`config.mk`:
```
export PLATFORM = sky130hd
export DESIGN_NAME = run_monitor
export DESIGN_NICKNAME = d
export VERILOG_FILES = /design/src/rtl/run_monitor_pkg.sv /design/src/rtl/run_monitor_halt_detector.sv /design/src/rtl/run_monitor.sv
export SDC_FILE = /design/constraint.sdc
export NUM_CORES = 1
export LEC_CHECK = 0
export CELL_PAD_IN_SITES_DETAIL_PLACEMENT = 1
export CELL_PAD_IN_SITES_GLOBAL_PLACEMENT = 2
export CORE_MARGIN = 4
export CORE_UTILIZATION = 30
export CTS_BUF_LIST = sky130_fd_sc_hd__clkbuf_16
export CTS_CLUSTER_DIAMETER = 50
export DETAILED_ROUTE_END_ITERATION = 16
export PLACE_DENSITY = 0.85
export SLEW_MARGIN = 5
export SYNTH_ARGS = -nofsm -noshare
export SYNTH_HDL_FRONTEND = slang
export SYNTH_SLANG_ARGS = --single-unit
```
`constraint.sdc`:
```
create_clock -name clock -period 4 [get_ports clock]
set_input_delay 0.8 -clock clock [delete_from_list [all_inputs] [get_ports clock]]
set_output_delay 0.8 -clock clock [all_outputs]
set_load 0.02 [all_outputs]
```
`src/rtl/run_monitor_pkg.sv`:
```
// run_monitor_pkg: FSM state encoding and default parameter values shared by run_monitor and halt_detector.
package run_monitor_pkg;
  typedef enum logic [1:0] {S_IDLE, S_RUN, S_DONE} state_t;
  localparam int DEF_DATA_W      = 16;
  localparam int DEF_PC_W        = 16;
  localparam int DEF_ADDR_W      = 4;
  localparam int DEF_N_WATCH     = 2;
  localparam int DEF_CNT_W       = 32;
  localparam int DEF_MAX_CYCLES  = 1000;
  localparam int DEF_HALT_REPEAT = 2;
endpackage

```
`src/rtl/run_monitor_halt_detector.sv`:
```
// halt_detector: flags a halt when pc has matched the previous enabled cycle's pc HALT_REPEAT times in a row.
module halt_detector
  import run_monitor_pkg::*;
#(
  parameter int PC_W        = DEF_PC_W,
  parameter int HALT_REPEAT = DEF_HALT_REPEAT
) (
  input  logic            clock,
  input  logic            reset,
  input  logic [PC_W-1:0] pc,
  input  logic            enable,
  input  logic            clear,
  output logic            halt
);
  localparam int RW = $clog2(HALT_REPEAT + 1);
  logic [PC_W-1:0] r_prev;
  logic            r_valid;
  logic [RW-1:0]   r_rep;
  logic            w_same;
  logic [RW-1:0]   w_rep_nxt;
  // r_valid keeps the first enabled cycle from comparing against a stale pc
  assign w_same    = r_valid && (pc == r_prev);
  assign w_rep_nxt = w_same ? r_rep + RW'(1) : '0;
  assign halt      = enable && w_same && (int'(w_rep_nxt) >= HALT_REPEAT);
  always_ff @(posedge clock or posedge reset) begin
    if (reset) begin
      r_prev  <= '0;
      r_valid <= 1'b0;
      r_rep   <= '0;
    end else if (clear) begin
      r_valid <= 1'b0;
      r_rep   <= '0;
    end else if (enable) begin
      r_prev  <= pc;
      r_valid <= 1'b1;
      r_rep   <= w_rep_nxt;
    end
  end
endmodule

```
`src/rtl/run_monitor.sv`:
```
// run_monitor: times a CPU run, shadows watched registers and ends on halt or timeout.
// Define RUN_MONITOR_JR_COUNT_EN to add the saturating jr_count jump-register counter.
module run_monitor
  import run_monitor_pkg::*;
#(
  parameter int DATA_W      = DEF_DATA_W,
  parameter int PC_W        = DEF_PC_W,
  parameter int ADDR_W      = DEF_ADDR_W,
  parameter int N_WATCH     = DEF_N_WATCH,
  parameter int CNT_W       = DEF_CNT_W,
  parameter int MAX_CYCLES  = DEF_MAX_CYCLES,
  parameter int HALT_REPEAT = DEF_HALT_REPEAT
) (
  input  logic                      clock,
  input  logic                      reset,
  input  logic                      start,
  input  logic [PC_W-1:0]           pc,
  input  logic                      jump_reg_sl,
  input  logic                      reg_write_en,
  input  logic [ADDR_W-1:0]         reg_dest_addr,
  input  logic [DATA_W-1:0]         reg_wr_data,
  input  logic [N_WATCH*ADDR_W-1:0] watch_addr,
  input  logic                      result_ack,
  output logic                      busy,
  output logic                      done,
  output logic                      timeout,
  output logic [CNT_W-1:0]          cycle_count,
  output logic [N_WATCH*DATA_W-1:0] watch_data
`ifdef RUN_MONITOR_JR_COUNT_EN
  ,
  output logic [CNT_W-1:0]          jr_count
`endif
);
  state_t                    r_state;
  logic                      r_busy;
  logic                      r_done;
  logic                      r_timeout;
  logic [CNT_W-1:0]          r_cnt;
  logic [N_WATCH*DATA_W-1:0] r_watch;
  logic                      w_halt;
  logic                      w_launch;
  logic [CNT_W-1:0]          w_cnt_nxt;
  logic                      w_to;
`ifdef RUN_MONITOR_JR_COUNT_EN
  logic [CNT_W-1:0]          r_jr;
  assign jr_count = r_jr;
`else
  logic                      w_unused;
  assign w_unused = jump_reg_sl;
`endif
  assign busy        = r_busy;
  assign done        = r_done;
  assign timeout     = r_timeout;
  assign cycle_count = r_cnt;
  assign watch_data  = r_watch;
  assign w_launch    = (r_state == S_IDLE) && start;
  assign w_cnt_nxt   = r_cnt + CNT_W'(1);
  assign w_to        = w_cnt_nxt == CNT_W'(MAX_CYCLES);
  halt_detector #(.PC_W(PC_W), .HALT_REPEAT(HALT_REPEAT)) u_halt (
    .clock (clock),
    .reset (reset),
    .pc    (pc),
    .enable(r_state == S_RUN),
    .clear (w_launch),
    .halt  (w_halt)
  );
  always_ff @(posedge clock or posedge reset) begin
    if (reset) begin
      r_state   <= S_IDLE;
      r_busy    <= 1'b0;
      r_done    <= 1'b0;
      r_timeout <= 1'b0;
      r_cnt     <= '0;
      r_watch   <= '0;
`ifdef RUN_MONITOR_JR_COUNT_EN
      r_jr      <= '0;
`endif
    end else begin
      case (r_state)
        S_IDLE: if (start) begin
          r_state   <= S_RUN;
          r_busy    <= 1'b1;
          r_timeout <= 1'b0;
          r_cnt     <= '0;
          r_watch   <= '0;
`ifdef RUN_MONITOR_JR_COUNT_EN
          r_jr      <= '0;
`endif
        end
        S_RUN: begin
          r_cnt <= w_cnt_nxt;
          for (int i = 0; i < N_WATCH; i++)
            if (reg_write_en && reg_dest_addr == watch_addr[i*ADDR_W +: ADDR_W])
              r_watch[i*DATA_W +: DATA_W] <= reg_wr_data;
`ifdef RUN_MONITOR_JR_COUNT_EN
          if (jump_reg_sl && !(&r_jr)) r_jr <= r_jr + CNT_W'(1);
`endif
          // a halt on the timeout edge is reported as a clean halt
          if (w_halt || w_to) begin
            r_state   <= S_DONE;
            r_busy    <= 1'b0;
            r_done    <= 1'b1;
            r_timeout <= !w_halt;
          end
        end
        S_DONE: if (result_ack) begin
          r_state <= S_IDLE;
          r_done  <= 1'b0;
        end
        default: r_state <= S_IDLE;
      endcase
    end
  end
endmodule

```
# --- Word-level counts from Yosys, hierarchy flattened ---
# Cells that the tools add are included.
word_totals:
  out_inout_bits: 67
  elab_cells: 67
  ramBits: 0
  n_memories: 0
  regBits: 88
  rom_bits: 0
  inputBits: 50
  latch_bits: 0
op_classes:
  bitwise_logic: 1
  reduce_logical: 19
  n_eq_ne: 11
  magnitude_cmp: 1
  multipliers: 0
  n_div: 0
  n_shift: 0
  n_addsub: 2
  mux: 23
op_table:
  columns: ["op", "count"]
  rows:
  - ["$pmux W32 S2", 2]
  - ["$add A32 B1 Y32 const B", 1]
  - ["$eq A32 B10 Y1 const B", 1]
  - ["$mux W16", 2]
  - ["$mux W32", 1]
  - ["$eq A16 B16 Y1", 1]
  - ["$reduce_and A3 Y1", 5]
  - ["$mux W2", 6]
  - ["$ne A2 B2 Y1 const B", 5]
  - ["$eq A4 B4 Y1", 2]
  - ["$mux W1", 8]
  - ["$logic_and A1 B1 Y1", 6]
  - ["$pmux W1 S2", 3]
  - ["$pmux W2 S3", 1]
  - ["$reduce_bool A2 Y1", 3]
  - ["$reduce_and A2 Y1", 2]
  - ["$add A2 B1 Y2 const B", 1]
  - ["$eq A2 B1 Y1 const B", 1]
  - ["$eq A2 B2 Y1 const B", 1]
  - ["$ge A2 B2 Y1 const B", 1]
  - ["$logic_not A2 Y1", 1]
  - ["$logic_not A1 Y1", 1]
  - ["$logic_or A1 B1 Y1", 1]
  - ["$not A1 Y1", 1]

# --- Longest topological paths before layout ---
logic_depth:
  word_depth: 8
  depth_mapped: 10
  ltp_nobuf: 8

# --- Hierarchy ---
# Synthesis repeated with hierarchy kept, for this count alone.
hier_totals:
  cells_unflattened: 510
  hier_area_um2: 4967.3
by_module_without_submodules:
  columns: ["module", "area_each_um2", "seq_area_each_um2", "cells_per_inst", "n_inst"]
  rows:
  - ["run_monitor", 4003.8, 1726.7, 432, 1]
  - ["halt_detector", 963.4, 475.5, 78, 1]

# --- Worst setup path before layout ---
# Ideal clock, no wire load.
synth_path:
  kind: "register to register"
  from: "reg r_cnt[0], in the netlist cycle_count[0]"
  to: "reg r_state[0]"
  setup_slack_ns: 1.309
  synth_period_minus_slack_ns: 2.691
  setup_ns: 0.121
  path_stages_with_launch: 11
  path_buffers: 2
  arrival_ns: 2.570
  t_required_ns: 3.879
  path_cell_list: "dfrtp_1 > ha_1 > buf_2 > nand3_2 > or3_1 > buf_6 > nor4_2 > xor2_1 > nor4_1 > nand2_1 > o22a_1"
synth_via:
  elab_chain_len: 5
synth_lines:
  columns: ["item", "line_no", "source"]
  rows:
  - ["start, declared", "run_monitor.sv:38", "logic [CNT_W-1:0] r_cnt;"]
  - ["start signal, assigned", "run_monitor.sv:91", "r_cnt <= w_cnt_nxt;"]
  - ["$add A32 B1 Y32", "run_monitor.sv:57", "assign w_cnt_nxt = r_cnt + CNT_W'(1);"]
  - ["$eq A32 B10 Y1", "run_monitor.sv:58", "assign w_to = w_cnt_nxt == CNT_W'(MAX_CYCLES);"]
  - ["$logic_or A1 B1 Y1", "run_monitor.sv:99", "if (w_halt || w_to) begin"]
  - ["$ne A2 B2 Y1 (no source line)", null, null]
  - ["$reduce_and A3 Y1 (no source line)", null, null]
  - ["end signal, assigned", "run_monitor.sv:69", "r_state <= S_IDLE;"]
  - ["end signal, assigned", "run_monitor.sv:100", "r_state <= S_DONE;"]
  - ["end signal, assigned", "run_monitor.sv:107", "r_state <= S_IDLE;"]
  - ["end, declared", "run_monitor.sv:34", "state_t r_state;"]
# No other way between the ends.
# A chain may end at the register's enable or synchronous reset.

# --- Worst setup path in the final report ---
# Ends and elaborated chain as after synthesis.

==> flow_summary.yaml <==
status:
  status: "finished, final reports clean"
clocking:
  clock_path_buffers: 2
  postCtsHoldBufs: 0
  h-tree-depth: 3
  cts_tree: "done"
  cts_root_buf: "clkbuf_16"
  postCtsSetupBuffers: 0
  numCtsBuffers: 9
  clkLatencyLatePin_ns: 0.36
  cts_num_sinks: 88
  cts_resized: 0
  clkTransAtPathRegs_ns: 0.07
floorplan:
  rows: 46
  initial_utilization: 0.3097
  ios: 117
  core_area_sq_mm: 0.01606
  die_area_sq_mm: 0.01870
  die_x_um: 136.8
  die_y_um: 136.8
drt:
  first_pass_iters: 4
  routed_wl_mm: 15.21
  via_count: 4491
  avgViaCountPerCell: 5.284
  postRouteAntennaNets: 0
  dr.first_iter.drc_count: 197
  wl_per_cell_um: 17.89
  route.detailed.drc: 0
sta:
  fmax_mhz: 316.1
  hold_viol: 0
  slew_violations: 0
  setup_ws_ns: 0.8365
  worst_pin_slew_ns: 0.7796
  period_share: 0.7909
  fin_skew_ns: 0.007377
  slew_headroom: 0.4784
  fin_tns_setup_ns: 0
  setup_viol: 0
  min_period_ns: 3.164
  rsz0062_at_grt: "false"
logic_synthesis:
  yosys-top-cells-area: "dfrtp_1, mux2_2, nand2_1"
  yosysTopAreaCell: "dfrtp_1"
  ys_ff_latch: 88
  synth_top_area_frac: 0.4428
  syn_area_sq_mm: 0.004974
  synth_cell_types: 60
  seq_area_frac_synth: 0.4428
  ys.warnings.count: 0
  avgSynthCellArea_sq_um: 9.314
  async_flop_share: 1.000
  syn_nets: 586
  synth_cells: 534
  synth_edf_count: 0
  synth_ff_type: "dfrtp_1"
setup_path:
  start_kind: "register"
  cp-end-kind: "register"
  critPathMaxFanout: 9
  crit_required_ns: 4.24
  crit_type: "register to register"
  crit_arrival_ns: 3.40
global_route:
  grt_max_degree: 89
  grt_usage: 0.1680
  grt_pass1_vias: 4828
  antenna_found_initial: 0
  grt_pass1_wl_mm: 25.01
  grt_remaining_overflow: 0
run:
  cap_viol_max_count: 0
finish:
  final_nets: 681
  area_growth_pct: 32.83
  n_antenna_cell: 0
  drive_above_1_share: 0.1136
  finish.instance_area_sq_mm: 0.006606
place:
  port_buffers: 115
  hpwl_mm: 10.83
  routabilityCongestion: 0.8024
  postPlaceCellArea_sq_mm: 0.006307
  place_ws_ns: 0.8177
power_and_ir_drop:
  power_leakage_nw: 2.612
  finalPower_mw: 3.382
  powerDensity_mw_per_mm2: 511.9
  max-vdd-ir-drop_mv: 0.3338
hold_path:
  hp-class: "register to register"
cell usage in the layout, fill, tap and decap left out, types with 3 or more instances in the layout:
cell type        instances
nand2b_1                 3
dfrtp_1                 88
o21ai_0                 44
mux2_2                  32
nor2_1                  25
and4_1                   5
nor3_1                   8
buf_4                    6
and3_1                   5
o21ai_1                  4
nand2_1                 83
a21oi_1                 12
or4_1                    3
or3_1                    8
nor3_2                   3
a31oi_1                 10
clkdlybuf4s50_1        115
clkbuf_16                9
o22ai_1                  4
o41ai_1                  7
nand3_1                 12
inv_1                    6
nor4_1                  11
nand4_1                 20
xor2_1                  18
xnor2_1                 14
o31ai_1                 13
and2_1                  18
kinds of logic after synthesis:
kind of cell             share of synthesized area
AND/OR/NAND/NOR                             0.2438
AO/OA/AOI/OAI                               0.1406
flip-flops                                  0.4428
buffers and inverters                      0.03899
XOR/XNOR                                   0.05635
multiplexers                               0.07245
adder cells (fa/ha/maj)                   0.005031
sequential cells by signal (all words and copies together) (netlist names):
signal,count
u_halt.r_prev,16
busy,1
r_state,2
watch_data,32
timeout,1
cycle_count,32
u_halt.r_valid,1
done,1
u_halt.r_rep,2
metrics by stage:
stage | hold WS (ns) | util | std cells
after floorplan | 0.4456 | - | 534
after detailed placement | 0.4798 | 0.3928 | 834
after CTS | 0.4965 | 0.4114 | 850
after global routing | 0.5220 | 0.4114 | 850
after global placement | 0.4627 | 0.3928 | 834
final | 0.4916 | 0.4114 | 850
Yosys cell counts (10+ instances only):
| master | n |
|---|---|
| a21oi_1 | 12 |
| a31oi_1 | 10 |
| and2_1 | 18 |
| clkbuf_1 | 24 |
| dfrtp_1 | 88 |
| mux2_2 | 32 |
| nand2_1 | 84 |
| nand3_1 | 12 |
| nand4_1 | 20 |
| nor2_1 | 25 |
| nor4_1 | 11 |
| o21ai_0 | 44 |
| o31ai_1 | 13 |
| xnor2_1 | 14 |
| xor2_1 | 18 |
path summary, 6_finish.rpt:
| kind | depth (start not counted) | endpoint | slack, ns | from |
|---|---|---|---|---|
| max | 8 | r_state[0] | 0.84 | cycle_count[0] |
| min | 2 | u_halt.r_valid | 0.49 | u_halt.r_valid |
| max reg2reg | 8 | r_state[0] | 0.84 | cycle_count[0] |
| min reg2reg | 2 | u_halt.r_valid | 0.49 | u_halt.r_valid |
| max in group asynchronous | 3 | u_halt.r_prev[9] | 2.74 | reset |
| min in group asynchronous | 3 | watch_data[19] | 0.88 | reset |
critical path, cell delays in order, from the launching register on:
cell	delay (ns)
dfrtp_1	0.50
ha_1	0.36
nand3_2	0.23
or3_1	0.57
nor4_2	0.36
xor2_1	0.13
nor4_1	0.49
nand2_1	0.17
o22a_1	0.23
per-layer routing:
| metal | routed length, um | track usage |
|---|---|---|
| met1 | 6376 | 0.1995 |
| met2 | 7645 | 0.2875 |
| met3 | 959 | 0.05625 |
| met4 | 225 | 0.05151 |
| met5 | 0 | 0 |
report_power, final:
group	internal, mW	leakage, nW	switching, mW
sequential	1.11	1.11	0.185
clock	0.442	0.147	0.415
combinational	0.607	1.35	0.625
cell type report:
class                           count  area [sq um]
Clock buffer                        9         225.2
Tap cell                          216         270.3
Clock inverter                      7         73.82
Inverter                            7         27.53
Sequential cell                    88          2202
Timing Repair Buffer              122          1216
Fill cell                        1795          9452
Multi-Input combinational cell    401          2591
(Power assumes the default switching activity.)
